--- src/rtl/cpu_sequencer_if.sv ---
// Control/handshake bundle between the instruction sequencer and the
// datapath and memories it drives.
interface cpu_sequencer_if;
    logic       run;
    logic [5:0] opcode;
    logic       imem_ack;
    logic       dmem_ack;
    logic       imem_req;
    logic       ir_ld;
    logic       dmem_req;
    logic       dmem_we;
    logic       pc_en;
    logic       werf_en;
    logic       illop;
    logic       bus_err;
    logic       busy;
    logic [2:0] state;

    modport master (
        input  run, opcode, imem_ack, dmem_ack,
        output imem_req, ir_ld, dmem_req, dmem_we, pc_en, werf_en, illop, bus_err, busy, state
    );

    modport slave (
        output run, opcode, imem_ack, dmem_ack,
        input  imem_req, ir_ld, dmem_req, dmem_we, pc_en, werf_en, illop, bus_err, busy, state
    );
endinterface

--- src/rtl/cpu_sequencer.sv ---
// Multi-cycle instruction sequencer: fetch/decode/execute/memory/writeback
// control with memory-wait timeout and illegal-opcode trap.
module cpu_sequencer #(
    parameter int unsigned MULDIV_CYCLES = 8,
    parameter int unsigned WAIT_TIMEOUT  = 255
) (
    input logic             clk,
    input logic             reset_n,
    cpu_sequencer_if.master bus
);
    typedef enum logic [2:0] {
        StIdle   = 3'd0,
        StFetch  = 3'd1,
        StDecode = 3'd2,
        StExec   = 3'd3,
        StMem    = 3'd4,
        StWb     = 3'd5,
        StIll    = 3'd6
    } state_e;

    localparam logic [7:0] Timeout    = 8'(WAIT_TIMEOUT);
    localparam logic [7:0] MulDivLoad = 8'(MULDIV_CYCLES - 1);
    localparam logic [5:0] OpSt       = 6'h19;

    state_e     state_q, state_d;
    logic [7:0] wcnt_q, wcnt_d;
    logic [7:0] xcnt_q, xcnt_d;
    logic [5:0] op_q, op_d;
    logic       timed_out, timeout_d;
    logic       imem_req_q, dmem_req_q, dmem_we_q, pc_en_q, werf_en_q;
    logic       illop_q, bus_err_q, busy_q;

    function automatic logic is_legal(input logic [5:0] op);
        return op inside {6'h18, 6'h19, 6'h1b, [6'h1d:6'h1f], [6'h20:6'h26], [6'h28:6'h2a],
                          [6'h2c:6'h2e], [6'h30:6'h36], [6'h38:6'h3a], [6'h3c:6'h3e]};
    endfunction

    function automatic logic is_muldiv(input logic [5:0] op);
        return op inside {6'h22, 6'h23, 6'h32, 6'h33};
    endfunction

    function automatic logic is_memop(input logic [5:0] op);
        return op inside {6'h18, 6'h19, 6'h1f};
    endfunction

    // The cycle after the wait counter reaches the limit is the bus-error cycle;
    // an ACK in the last request cycle therefore always wins.
    assign timed_out = (wcnt_q == Timeout);
    assign timeout_d = (wcnt_d == Timeout);

    always_comb begin
        state_d = state_q;
        wcnt_d  = wcnt_q;
        xcnt_d  = xcnt_q;
        op_d    = op_q;
        case (state_q)
            StIdle: begin
                if (bus.run) begin
                    state_d = StFetch;
                    wcnt_d  = 8'd0;
                end
            end
            StFetch: begin
                if (timed_out) begin
                    wcnt_d = 8'd0;
                end else if (bus.imem_ack) begin
                    state_d = StDecode;
                end else begin
                    wcnt_d = wcnt_q + 8'd1;
                end
            end
            StDecode: begin
                op_d = bus.opcode;
                if (is_legal(bus.opcode)) begin
                    state_d = StExec;
                    xcnt_d  = is_muldiv(bus.opcode) ? MulDivLoad : 8'd0;
                end else begin
                    state_d = StIll;
                end
            end
            StExec: begin
                if (xcnt_q != 8'd0) begin
                    xcnt_d = xcnt_q - 8'd1;
                end else if (is_memop(op_q)) begin
                    state_d = StMem;
                    wcnt_d  = 8'd0;
                end else begin
                    state_d = StWb;
                end
            end
            StMem: begin
                if (timed_out) begin
                    state_d = StFetch;
                    wcnt_d  = 8'd0;
                end else if (bus.dmem_ack) begin
                    state_d = StWb;
                end else begin
                    wcnt_d = wcnt_q + 8'd1;
                end
            end
            StWb, StIll: begin
                state_d = bus.run ? StFetch : StIdle;
                wcnt_d  = 8'd0;
            end
            default: state_d = StIdle;
        endcase
    end

    // Outputs are registered alongside the state they decode.
    always_ff @(posedge clk or negedge reset_n) begin
        if (!reset_n) begin
            state_q    <= StIdle;
            wcnt_q     <= 8'd0;
            xcnt_q     <= 8'd0;
            op_q       <= 6'd0;
            imem_req_q <= 1'b0;
            dmem_req_q <= 1'b0;
            dmem_we_q  <= 1'b0;
            pc_en_q    <= 1'b0;
            werf_en_q  <= 1'b0;
            illop_q    <= 1'b0;
            bus_err_q  <= 1'b0;
            busy_q     <= 1'b0;
        end else begin
            state_q    <= state_d;
            wcnt_q     <= wcnt_d;
            xcnt_q     <= xcnt_d;
            op_q       <= op_d;
            imem_req_q <= (state_d == StFetch) && !timeout_d;
            dmem_req_q <= (state_d == StMem) && !timeout_d;
            dmem_we_q  <= (state_d == StMem) && !timeout_d && (op_d == OpSt);
            pc_en_q    <= (state_d == StWb) || (state_d == StIll);
            werf_en_q  <= (state_d == StIll) || ((state_d == StWb) && (op_d != OpSt));
            illop_q    <= (state_d == StIll);
            bus_err_q  <= ((state_d == StFetch) || (state_d == StMem)) && timeout_d;
            busy_q     <= (state_d != StIdle);
        end
    end

    assign bus.ir_ld    = (state_q == StFetch) && !timed_out && bus.imem_ack;
    assign bus.imem_req = imem_req_q;
    assign bus.dmem_req = dmem_req_q;
    assign bus.dmem_we  = dmem_we_q;
    assign bus.pc_en    = pc_en_q;
    assign bus.werf_en  = werf_en_q;
    assign bus.illop    = illop_q;
    assign bus.bus_err  = bus_err_q;
    assign bus.busy     = busy_q;
    assign bus.state    = state_q;
endmodule

--- src/flat_wrapper.sv ---
// flat-port wrapper written by rule: the top's interface ports become plain ports
module cpu_sequencer_flat 
#(
    parameter int unsigned MULDIV_CYCLES = 8,
    parameter int unsigned WAIT_TIMEOUT  = 255
)
  (clk, reset_n, bus_run, bus_opcode, bus_imem_ack, bus_dmem_ack, bus_imem_req, bus_ir_ld, bus_dmem_req, bus_dmem_we, bus_pc_en, bus_werf_en, bus_illop, bus_bus_err, bus_busy, bus_state);
  cpu_sequencer_if bus_i ();
  input logic clk;
  input logic reset_n;
  input wire logic [$bits(bus_i.run)-1:0] bus_run;
  input wire logic [$bits(bus_i.opcode)-1:0] bus_opcode;
  input wire logic [$bits(bus_i.imem_ack)-1:0] bus_imem_ack;
  input wire logic [$bits(bus_i.dmem_ack)-1:0] bus_dmem_ack;
  output wire logic [$bits(bus_i.imem_req)-1:0] bus_imem_req;
  output wire logic [$bits(bus_i.ir_ld)-1:0] bus_ir_ld;
  output wire logic [$bits(bus_i.dmem_req)-1:0] bus_dmem_req;
  output wire logic [$bits(bus_i.dmem_we)-1:0] bus_dmem_we;
  output wire logic [$bits(bus_i.pc_en)-1:0] bus_pc_en;
  output wire logic [$bits(bus_i.werf_en)-1:0] bus_werf_en;
  output wire logic [$bits(bus_i.illop)-1:0] bus_illop;
  output wire logic [$bits(bus_i.bus_err)-1:0] bus_bus_err;
  output wire logic [$bits(bus_i.busy)-1:0] bus_busy;
  output wire logic [$bits(bus_i.state)-1:0] bus_state;
  assign bus_i.run = bus_run;
  assign bus_i.opcode = bus_opcode;
  assign bus_i.imem_ack = bus_imem_ack;
  assign bus_i.dmem_ack = bus_dmem_ack;
  assign bus_imem_req = bus_i.imem_req;
  assign bus_ir_ld = bus_i.ir_ld;
  assign bus_dmem_req = bus_i.dmem_req;
  assign bus_dmem_we = bus_i.dmem_we;
  assign bus_pc_en = bus_i.pc_en;
  assign bus_werf_en = bus_i.werf_en;
  assign bus_illop = bus_i.illop;
  assign bus_bus_err = bus_i.bus_err;
  assign bus_busy = bus_i.busy;
  assign bus_state = bus_i.state;
  cpu_sequencer #(.MULDIV_CYCLES(MULDIV_CYCLES), .WAIT_TIMEOUT(WAIT_TIMEOUT)) u_core (.clk(clk), .reset_n(reset_n), .bus(bus_i));
endmodule
--- config.mk ---
export PLATFORM = sky130hd
export DESIGN_NAME = cpu_sequencer_flat
export DESIGN_NICKNAME = d
export VERILOG_FILES = /design/src/rtl/cpu_sequencer_if.sv /design/src/rtl/cpu_sequencer.sv /design/src/flat_wrapper.sv
export SDC_FILE = /design/constraint.sdc
export NUM_CORES = 1
export LEC_CHECK = 0
export ABC_AREA = 1
export ABC_CLOCK_PERIOD_IN_PS = 2050
export BUFFER_PORTS_ARGS = -buffer_cell sky130_fd_sc_hd__clkbuf_2
export CAP_MARGIN = 20
export CORE_MARGIN = 2
export CORE_UTILIZATION = 57
export DETAILED_ROUTE_END_ITERATION = 6
export HOLD_SLACK_MARGIN = 0.02
export PLACE_DENSITY = 0.79
export REMOVE_ABC_BUFFERS = 1
export SETUP_SLACK_MARGIN = 0.3
export SLEW_MARGIN = 20
export SYNTH_ARGS = -nofsm -noshare
export SYNTH_HDL_FRONTEND = slang
export SYNTH_SLANG_ARGS = --single-unit
--- constraint.sdc ---
create_clock -name clk -period 2.05 [get_ports clk]
set_clock_uncertainty 0.1 [all_clocks]
set_input_delay 0 -clock clk [delete_from_list [all_inputs] [get_ports clk]]
set_output_delay 0 -clock clk [all_outputs]
set_load 0.01 [all_outputs]
==> results.txt, run 1 <==
----------------------------------------------------
[Run status]
  Status ... complete, no violations

[GRT]
  Pin count of the biggest net entering global routing ... 34
  Total congestion overflow after global routing ... 0
  Wire length of the first global-routing pass ... 8.956 mm
  Vias in the first global route ... 1,971
  Antenna violations before repair ... 0
  Aggregate global-route resource usage ... 0.2787

[Setup path]
  Count of buffer and inverter cells on the critical path ... 2
  CP required ... 2160 ps
  Worst path max stage delay ... 400 ps
  Type of destination of the critical path ... register
  Category of cells accounting for the largest share of critical-path delay ... simple AND/OR/NAND/NOR gates
  Crit path arrival time ... 2080 ps
  Kind of critical path ... reg -> reg
  Max FO, Critical Path ... 5
  Critical-path cell with the highest stage delay ... sky130_fd_sc_hd__dfrtp_1
  Element type at the critical path start ... register
  Cell-by-cell trace of the critical path ... inv_2 > ha_4 > nand2_4 > nor2_4 > nand3_2 > nand2_4 > nand3_2 > o21ai_1 > nand2_1 > nand2_1 > nor2_2 > buf_4 > a21oi_1

[Power]
  Internal power ... 2260 µW
  Worst vdd ir ... 1017 µV
  Switching share of total power ... 0.4849
  Switching power summed over all nets ... 2127 µW
  Total power after layout ... 4387 µW
  Pleak ... 0.001460 µW
  Sequential share of power ... 0.241
  Ratio of total power to cell area ... 1509 nW/µm²
  Comb pwr share ... 0.653
  Clk network pwr share ... 0.107

[Clock tree]
  Number of clock buffers inserted by TritonCTS ... 5
  Clock Latency Late Sink ... 290 ps
  CTS tree ... yes
  Clock slew seen by the registers of the worst setup and hold paths ... 70 ps
  Cell at the root of the clock tree ... sky130_fd_sc_hd__clkbuf_8
  Number of H-tree levels ... 2
  CTS max path bufs ... 2
  # clock sinks ... 33

[Yosys]
  Post-Syn Area ... 2091 µm²
  Combinational family with the most area after synthesis ... simple AND/OR/NAND/NOR gates
  Fraction of synthesized cell area taken by the top area cell type ... 0.3950
  Number of distinct standard cells referenced by the synthesized netlist ... 32
  Multiplexer share of the synthesized area ... 0
  Synth top cells by count ... 61 x sky130_fd_sc_hd__nand2_1, 39 x sky130_fd_sc_hd__inv_1, 33 x sky130_fd_sc_hd__dfrtp_1
  Post-synthesis adder-cell area fraction ... 0.01197
  Number of flops mapped to enable cells by yosys ... 0
  Share of the synthesized area in compound gates (AO/OA/AOI/OAI) ... 0.1329
  Share of synthesized flip-flops with an asynchronous set or reset ... 1.000
  Area contributors post-synth ... sky130_fd_sc_hd__dfrtp_1 39%, sky130_fd_sc_hd__nand2_1 11%, sky130_fd_sc_hd__inv_1 7.0%
  Biggest area consumer among synthesized cells ... sky130_fd_sc_hd__dfrtp_1
  Avg Synthesized Cell Area ... 7.494 µm²
  Share of the synthesized netlist area taken by xor and xnor gates ... 0.01257
  Count of state elements after synthesis ... 33
  Sequential fraction of the synthesis area ... 0.3950
  Most used DFF post-synth ... sky130_fd_sc_hd__dfrtp_1
  Simple-gate area share of the yosys netlist ... 0.3651
  Mapped Cells ... 279
  Most frequent cell after synthesis ... sky130_fd_sc_hd__nand2_1
  Yosys warns ... 0

[Routing]
  1st-pass router iterations ... 6
  Count of nets left with antenna violations after detail routing ... 0
  Via density per instance ... 5.475
  Detailed-route via count ... 2,157
  Initial detailed-routing violation count ... 218
  Final routed wirelength across all metal layers ... 5.962 mm
  Detail-routed net length per standard cell ... 15.13 µm
  # DRC ... 0

[Cells and area]
  Final cell count without fillers ... 394
  Count of fill cells added during filler insertion ... 241
  P&R area growth vs syn ... 39.08%
  Inserted Diodes ... 0
  Fraction of final layout cells sized beyond drive strength 1 ... 0.3960
  NumNets Final ... 358

[Die]
  Floorplan Core Area ... 3606 µm²
  Die outline height ... 64.57 µm
  Width of the die ... 64.57 µm
  Initial Util ... 0.5798
  Die outline area ... 4169 µm²
  # IOs ... 23
  Count of standard-cell rows ... 22

[STA]
  Portion of the clock cycle consumed by the worst path in the final layout ... 0.9617
  Upper clock frequency limit ... 0.5072 GHz
  Min Tclk post-route ... 1971 ps
  Max transition margin ... 0.4632
  Measured slew at the worst slew-check pin ... 805.2 ps
  Hold Vio Cnt, Final ... 0
  Final slew viol count ... 0
  Final setup vio count ... 0
  RSZ-0062 raised after global routing ... yes

[Min path]
  Class of the worst hold path ... in -> reg

[Placement]
  Final weighted congestion in routability-driven placement ... 0.9591
  Dpl cells ... 363
  Half-perimeter wire length of the detailed placement result ... 3.737 mm
  Number of input and output port buffers inserted ... 22

[Run]
  Maxcap violations ... 0

----------------------------------------------------
[registers in the layout (all words and copies together) (netlist names)]
name and count:
u_core.bus.pc_en 1, u_core.bus.dmem_req 1, u_core.op_q 6, u_core.bus.werf_en 1, u_core.xcnt_q 8, u_core.bus.bus_err 1, u_core.bus.dmem_we 1, u_core.bus.imem_req 1
u_core.bus.busy 1, u_core.bus.illop 1, u_core.wcnt_q 8, u_core.bus.state 3
[logic make-up after synthesis]
group | after synthesis
and+or+nand+nor | 148
AOI/OAI and AO/OA | 48
buffers and inverters | 45
DFF | 33
xor gates and xnor gates | 3
adders and majority gates | 2
[power by group through the flow]
stage          Combinational [µW]  Sequential [µW]  Clock [µW]
4_1_cts                      2220             1030         475
3_3_place_gp                 1990             1020           0
3_5_place_dp                 2010             1030           0
2_1_floorplan                1390             1050           0
6_report                     2860             1060         467
5_1_grt                      3110             1080         516
[area by class of cell]
type	count	area (µm²)	area share
Clock buffer	8	80.08	0.02754
Timing Repair Buffer	59	431.7	0.1485
Inverter	44	175.2	0.06024
Multi-Input combinational cell	202	1331	0.4578
Sequential cell	33	829.5	0.2853
Tap cell	48	60.06	0.02065
[final timing paths]
path                                               from                       endpoint  slack, ps  cells past startpoint
setup / recovery           u_core.xcnt_q[0]$_DFFE_PN0P_  u_core.bus.imem_req$_DFF_PN0_         80                     13
hold / removal                            bus_opcode[3]   u_core.xcnt_q[2]$_DFFE_PN0P_         40                      4
setup reg to reg           u_core.xcnt_q[0]$_DFFE_PN0P_  u_core.bus.imem_req$_DFF_PN0_         80                     13
hold reg to reg            u_core.xcnt_q[6]$_DFFE_PN0P_   u_core.xcnt_q[6]$_DFFE_PN0P_        470                      2
max in group asynchronous                       reset_n     u_core.wcnt_q[2]$_DFF_PN0_       1060                      2
min in group asynchronous                       reset_n       u_core.op_q[3]$_DFF_PN0_        230                      2
[timing repair]
item / CTS / global route
hold endpoints to repair: 40 / 0
cloned: 1 / 0
hold buffers: 7 / 0
gates resized for setup: 22 / 54
setup buffers: 5 / 10
pin swaps: 12 / 22
endpoints found under the setup margin: 13 / 18
[routing by layer]
| layer | global-route usage | vias to the layer above | wire length (µm) |
|---|---|---|---|
| met2 | 0.4674 | 67 | 3055 |
| met4 | 0.1090 | 0 | 155 |
| li1 | - | 1041 | - |
| met3 | 0.05903 | 19 | 289 |
| met5 | 0 | - | 0 |
| met1 | 0.3531 | 1030 | 2462 |
[stage by stage]
| stage | util | setup WS, ps | hold WS, ps | instance area, µm² | setup TNS (ps) |
|---|---|---|---|---|---|
| floorplan | - | 208.1 | -395.6 | 2083 | 0 |
| global placement | 0.6561 | 10.51 | 16.62 | 2366 | 0 |
| detailed placement | 0.6561 | -60.84 | 26.95 | 2366 | -60.84 |
| CTS | 0.7283 | 118.9 | 30.04 | 2626 | 0 |
| global route | 0.8064 | -7.099 | 56.72 | 2908 | -12.29 |
| finish | 0.8064 | 78.55 | 41.16 | 2908 | 0 |
[tightest hold or removal path: cells and delay by family]
kind | cells | cell delay [ps]
AOI/OAI and AO/OA | 1 | 100
buffers and inverters | 1 | 100
and+or+nand+nor | 2 | 180
[layout by cell type (no fill, tap or decap), drive strengths merged, types with 2 or more instances in the layout]
cell,n
xor2,3
o21a,3
dfrtp,33
ha,2
clkbuf,30
nor3,2
nand3,24
nand4,7
dlygate4sd3,7
o31ai,3
or2,2
buf,30
a21oi,13
nor2,43
inv,44
a31oi,3
nand2,69
o21ai,23
No activity file was read; power rests on OpenSTA's default activity.
==> inputs of run 2 (changes only) <==
- CORE_UTILIZATION: 57 -> 40
- PLACE_DENSITY: 0.79 -> 0.59
==> run 2 against run 1 <==
- worst setup slack better by 23 ps
- non-clock buffer count is 3 higher
- global-route usage is 9.3 points lower
- wire length is 9.8% lower
- register-to-register slack better by 20 ps
- sequential power hardly changed
- power is 3.1% lower
- highest routed layer unchanged
==> results.txt, run 2 (same netlist as run 1, synthesis figures left out) <==
----------------------------------------------------
[Run]
  Maxcap violations ... 0

[GRT]
  Vias in the first global route ... 1,991
  Aggregate global-route resource usage ... 0.1855
  Wire length of the first global-routing pass ... 8.790 mm
  Pin count of the biggest net entering global routing ... 34
  Total congestion overflow after global routing ... 0
  Antenna violations before repair ... 0

[Clock tree]
  CTS tree ... yes
  Clock Latency Late Sink ... 280 ps
  Cell at the root of the clock tree ... sky130_fd_sc_hd__clkbuf_8
  CTS max path bufs ... 2
  Clock slew seen by the registers of the worst setup and hold paths ... 60 ps
  Number of clock buffers inserted by TritonCTS ... 5
  # clock sinks ... 33
  Number of H-tree levels ... 2

[Cells and area]
  NumNets Final ... 361
  Fraction of final layout cells sized beyond drive strength 1 ... 0.4167
  Count of fill cells added during filler insertion ... 490
  Commonest cells after routing, fill and taps aside ... 50 x sky130_fd_sc_hd__nand2_1, 31 x sky130_fd_sc_hd__inv_1, 30 x sky130_fd_sc_hd__dfrtp_1
  Final cell utilization of the core ... 0.5777
  P&R area growth vs syn ... 40.22%
  Registers with the highest flip-flop counts ... u_core.wcnt_q x8, u_core.xcnt_q x8, u_core.op_q x6
  Final cell count without fillers ... 418
  Post-route cell area ... 2932 µm²
  Most common library cell in the layout ignoring fill and taps ... sky130_fd_sc_hd__nand2_1
  Inserted Diodes ... 0

[STA]
  Hold Vio Cnt, Final ... 0
  Min Tclk post-route ... 1948 ps
  Upper clock frequency limit ... 0.5132 GHz
  Measured slew at the worst slew-check pin ... 802.3 ps
  Portion of the clock cycle consumed by the worst path in the final layout ... 0.9504
  Setup WS post-layout ... 101.6 ps
  Final slew viol count ... 0
  Max transition margin ... 0.4651
  RSZ-0062 raised after global routing ... yes
  Final setup vio count ... 0

[Setup path]
  Type of destination of the critical path ... register
  Critical-path cell with the highest stage delay ... sky130_fd_sc_hd__dfrtp_1
  Cell-by-cell trace of the critical path ... ha_4 > nand2_4 > nor2_4 > buf_4 > buf_4 > o21ai_2 > nor2_2 > nor2_2 > nand2_1 > nor2_2 > nand2_1 > nand2_1 > nor2_1
  Worst path max stage delay ... 410 ps
  Worst setup path end ... u_core.bus.dmem_we$_DFF_PN0_
  Launching element of the worst setup path ... u_core.wcnt_q[0]$_DFF_PN0_
  Worst reg-to-reg setup slack ... 100 ps
  Kind of critical path ... reg -> reg
  Crit path arrival time ... 2020 ps
  Count of buffer and inverter cells on the critical path ... 2
  CP required ... 2120 ps
  R2R Path End ... u_core.bus.dmem_we$_DFF_PN0_
  Max FO, Critical Path ... 3
  Element type at the critical path start ... register
  Total stage count of the critical path ... 13
  Number of cell instances on the worst register-to-register path ... 13
  Category of cells accounting for the largest share of critical-path delay ... simple AND/OR/NAND/NOR gates
  Reg-to-Reg Start ... u_core.wcnt_q[0]$_DFF_PN0_

[Power]
  Pleak ... 0.001442 µW
  Comb pwr share ... 0.638
  Switching power summed over all nets ... 2027 µW
  Internal power ... 2224 µW
  Switching share of total power ... 0.4769
  Sequential share of power ... 0.247
  Worst vdd ir ... 756.2 µV
  Total power after layout ... 4250 µW
  Ratio of total power to cell area ... 1450 nW/µm²
  Clk network pwr share ... 0.115

[Routing]
  Initial detailed-routing violation count ... 77
  1st-pass router iterations ... 4
  Final routed wirelength across all metal layers ... 5.376 mm
  Detail-routed net length per standard cell ... 12.86 µm
  Detailed-route via count ... 2,065
  # DRC ... 0
  Count of nets left with antenna violations after detail routing ... 0
  Via density per instance ... 4.940

[Die]
  # IOs ... 23
  Count of standard-cell rows ... 26
  Floorplan Core Area ... 5075 µm²
  Width of the die ... 76.30 µm
  Initial Util ... 0.4120
  Die outline height ... 76.30 µm
  Die outline area ... 5821 µm²

[Run status]
  Status ... complete, no violations

[Min path]
  Class of the worst hold path ... in -> reg

[Placement]
  Final weighted congestion in routability-driven placement ... 0.8854
  Cell area after placement ... 2341 µm²
  Half-perimeter wire length of the detailed placement result ... 3.833 mm
  Dpl cells ... 378
  Number of input and output port buffers inserted ... 22
  Worst Setup Slack post-DPL ... -36.33 ps

----------------------------------------------------
==> run 2: timing repair <==
item	in CTS	in global routing
gates cloned	1	0
gates resized for setup	29	39
hold buffers	7	0
hold endpoints to repair	40	0
setup endpoints to repair	15	20
pin swaps	18	21
buffers inserted	11	14
==> run 2: how the worst min path moves through the flow <==
stage | start | endpoint | cells after the start
6_report | bus_dmem_ack | u_core.wcnt_q[1]$_DFF_PN0_ | 5
5_1_grt | bus_dmem_ack | u_core.wcnt_q[1]$_DFF_PN0_ | 5
4_1_cts | bus_imem_ack | u_core.bus.busy$_DFF_PN0_ | 5
3_5_place_dp | reset_n | u_core.op_q[3]$_DFF_PN0_ | 1
3_3_place_gp | reset_n | u_core.op_q[0]$_DFF_PN0_ | 1
2_1_floorplan | reset_n | u_core.bus.bus_err$_DFF_PN0_ | 0
==> run 2: worst min-delay path: cells and delay by family <==
family	cells	cell delay, ps
buffers and inverters	1	110
and+or+nand+nor	4	370
==> run 2: area by class of cell <==
class | instances | area [µm²] | share of cell area
Inverter | 44 | 165.2 | 0.05634
Sequential cell | 33 | 829.5 | 0.2830
Clock buffer | 7 | 86.33 | 0.02945
Tap cell | 70 | 87.58 | 0.02988
Timing Repair Buffer | 62 | 442.9 | 0.1511
Multi-Input combinational cell | 202 | 1320 | 0.4503
==> run 2: power by group through the flow <==
stage                     clock [µW]  combinational (µW)  sequential, µW
after global routing             524                2980            1080
after floorplan                    0                1390            1050
after CTS                        501                2210            1030
after global placement             0                1930            1030
after detailed placement           0                1940            1040
final                            490                2710            1050
==> run 2: per-layer routing <==
layer	up-vias	track usage	share of wire
li1	1052	-	-
met1	967	0.2170	0.43
met2	39	0.3425	0.53
met3	7	0.03081	0.024
met4	0	0.06182	0.013
met5	-	0	0
==> run 2: per-stage QoR <==
stage,hold WS [ps],setup TNS [ps]
2_1_floorplan,-395.6,0
4_1_cts,105.0,0
6_report,158.6,0
3_5_place_dp,26.28,-90.76
5_1_grt,183.9,0
3_3_place_gp,33.14,-1.546
==> inputs of run 3 (changes only) <==
- ABC_AREA: 1 -> default
- SKIP_CTS_REPAIR_TIMING: default -> 1
==> run 3 against run 2 <==
- the flow now finishes with violations (hold timing, setup timing)
- clock power about the same
- via count decreased by 1.3%
- wire length increased by 11%
- critical path depth decreased by 3
- design area increased by 9.3%
- clock-buffer cell count unchanged
- register-to-register slack got worse by 500 ps
- die area decreased by 5.4%
- worst setup slack got worse by 500 ps
- sequential power about the same
- maximum frequency decreased by 20%
- critical path type unchanged
- critical endpoint is now u_core.bus.bus_err$_DFF_PN0_
==> results.txt, run 3 <==
----------------------------------------------------
[GRT]
  Vias in the first global route ... 1,806
  Pin count of the biggest net entering global routing ... 34
  Total congestion overflow after global routing ... 0
  Antenna violations before repair ... 0
  Wire length of the first global-routing pass ... 8.466 mm
  Aggregate global-route resource usage ... 0.2038

[Die]
  Die outline area ... 5504 µm²
  Initial Util ... 0.4172
  Count of standard-cell rows ... 25
  # IOs ... 23
  Width of the die ... 74.19 µm
  Die outline height ... 74.19 µm
  Floorplan Core Area ... 4723 µm²

[Cells and area]
  Commonest cells after routing, fill and taps aside ... 62 x sky130_fd_sc_hd__buf_4, 33 x sky130_fd_sc_hd__dfrtp_1, 22 x sky130_fd_sc_hd__clkbuf_2
  NumNets Final ... 326
  Fraction of final layout cells sized beyond drive strength 1 ... 0.5399
  Registers with the highest flip-flop counts ... u_core.wcnt_q x8, u_core.xcnt_q x8, u_core.op_q x6
  Inserted Diodes ... 0
  Most common library cell in the layout ignoring fill and taps ... sky130_fd_sc_hd__buf_4
  P&R area growth vs syn ... 62.54%

[STA]
  Final setup vio count ... 9
  Portion of the clock cycle consumed by the worst path in the final layout ... 1.194
  Upper clock frequency limit ... 0.4086 GHz
  RSZ-0062 raised after global routing ... yes
  Max transition margin ... 0.4511
  WHS ... -0.8112 ps
  Min Tclk post-route ... 2447 ps
  Summed negative setup slack over all endpoints ... -1803 ps
  Final slew viol count ... 0
  Hold Vio Cnt, Final ... 1
  Setup WS post-layout ... -397.2 ps
  Measured slew at the worst slew-check pin ... 823.3 ps

[Routing]
  # DRC ... 0
  Detailed route wirelength on metal2 ... 2.732 mm
  Count of nets left with antenna violations after detail routing ... 0
  Final routed wirelength across all metal layers ... 5.961 mm
  Highest routed metal layer ... met4
  Via density per instance ... 5.366
  Met1 WL ... 2.819 mm
  Detail-routed net length per standard cell ... 15.69 µm
  Detailed-route via count ... 2,039
  Initial detailed-routing violation count ... 96
  1st-pass router iterations ... 4
  Routed wire length on met3 ... 266 µm

[Setup path]
  Reg-to-Reg Start ... u_core.xcnt_q[0]$_DFFE_PN0P_
  Launching element of the worst setup path ... u_core.xcnt_q[0]$_DFFE_PN0P_
  Element type at the critical path start ... register
  CP required ... 2120 ps
  Crit path arrival time ... 2520 ps
  Max FO, Critical Path ... 4
  Kind of critical path ... reg -> reg
  Type of destination of the critical path ... register

[Yosys]
  Number of distinct standard cells referenced by the synthesized netlist ... 60
  Area contributors post-synth ... sky130_fd_sc_hd__dfrtp_1 42%, sky130_fd_sc_hd__nor2_1 3.4%, sky130_fd_sc_hd__nand3_1 3.3%
  Count of state elements after synthesis ... 33
  Mapped Cells ... 206
  Fraction of synthesized cell area taken by the top area cell type ... 0.4190
  Synth top cells by count ... 33 x sky130_fd_sc_hd__dfrtp_1, 18 x sky130_fd_sc_hd__nor2_1, 13 x sky130_fd_sc_hd__nand3_1
  Sequential fraction of the synthesis area ... 0.4190
  Biggest area consumer among synthesized cells ... sky130_fd_sc_hd__dfrtp_1
  Avg Synthesized Cell Area ... 9.566 µm²
  Yosys warns ... 0
  Most frequent cell after synthesis ... sky130_fd_sc_hd__dfrtp_1
  Most used DFF post-synth ... sky130_fd_sc_hd__dfrtp_1
  Post-Syn Area ... 1971 µm²
  Number of flops mapped to enable cells by yosys ... 0
  Share of synthesized flip-flops with an asynchronous set or reset ... 1.000

[Clock tree]
  CTS tree ... yes
  Clock slew seen by the registers of the worst setup and hold paths ... 70 ps
  # clock sinks ... 33
  Number of clock buffers inserted by TritonCTS ... 5
  Clock Latency Late Sink ... 280 ps
  CTS max path bufs ... 2
  Number of H-tree levels ... 2
  Cell at the root of the clock tree ... sky130_fd_sc_hd__clkbuf_8

[Run status]
  Status ... finished, violations left
  Violated checks ... hold timing, setup timing

[Min path]
  Class of the worst hold path ... in -> reg
  Hold wc startpoint ... bus_opcode[3]

[Run]
  Maxcap violations ... 0

[Placement]
  Final weighted congestion in routability-driven placement ... 0.8400
  Number of input and output port buffers inserted ... 22
  Half-perimeter wire length of the detailed placement result ... 3.926 mm

[Power]
  Pleak ... 0.001457 µW
  Ratio of total power to cell area ... 1331 nW/µm²
  Worst vdd ir ... 699.9 µV

----------------------------------------------------
## run 3: worst max-delay path: stages (launching register included)
cell and delay [ps]:
sky130_fd_sc_hd__dfrtp_1 390, sky130_fd_sc_hd__inv_1 70, sky130_fd_sc_hd__ha_2 170, sky130_fd_sc_hd__nor3b_4 280, sky130_fd_sc_hd__o2111ai_4 190, sky130_fd_sc_hd__a211oi_2 270, sky130_fd_sc_hd__buf_4 190, sky130_fd_sc_hd__and2_4 150
sky130_fd_sc_hd__a31oi_4 80, sky130_fd_sc_hd__and4b_2 290, sky130_fd_sc_hd__a21boi_2 160
## run 3: power breakdown
part           switching, µW  internal [µW]  total (µW)
Sequential               162            879        1040
Clock                    224            266         490
Combinational           1350           1390        2730
## run 3: final timing paths
kind | cells past startpoint | slack (ps) | endpoint
worst max register to register | 10 | -400 | u_core.bus.bus_err$_DFF_PN0_
worst min register to register | 2 | 410 | u_core.op_q[3]$_DFF_PN0_
min in group asynchronous | 2 | 240 | u_core.bus.bus_err$_DFF_PN0_
worst max-delay path | 10 | -400 | u_core.bus.bus_err$_DFF_PN0_
worst min-delay path | 4 | -0.8 | u_core.xcnt_q[0]$_DFFE_PN0P_
max in group asynchronous | 2 | 1090 | u_core.bus.state[1]$_DFF_PN0_
## run 3: metal layers
layer,up-vias,track usage
li1,984,-
met1,983,0.3082
met2,57,0.2927
met3,15,0.03930
met4,0,0.06667
met5,-,0
## run 3: area by class of cell
type	count	area, µm²
timing repair buffer	105	803.3
multi-input combinational	156	1359
fill	339	1520
inverter	12	45.04
sequential	33	825.8
tap	67	83.83
clock buffer	7	86.33
## run 3: cell families after synthesis
family,Yosys count,share of synthesized area
AND/OR/NAND/NOR,89,0.2635
AO/OA/AOI/OAI,52,0.2019
flip-flops,33,0.4190
buffers and inverters,17,0.03746
multiplexers,7,0.03873
XOR/XNOR,6,0.02667
adder cells (fa/ha/maj),2,0.01270
## run 3: metrics by stage
stage                     area, µm²  utilization  total power, µW  setup WS, ps  std cells
after floorplan                1942            -             2054        -371.4        201
after global placement         2601       0.5507             3048        -387.3        352
after detailed placement       2601       0.5507             3048        -465.2        352
after CTS                      2688       0.5690             3566        -521.9        359
after global routing           3203       0.6781             4545        -503.9        380
final                          3203       0.6781             4265        -397.2        380
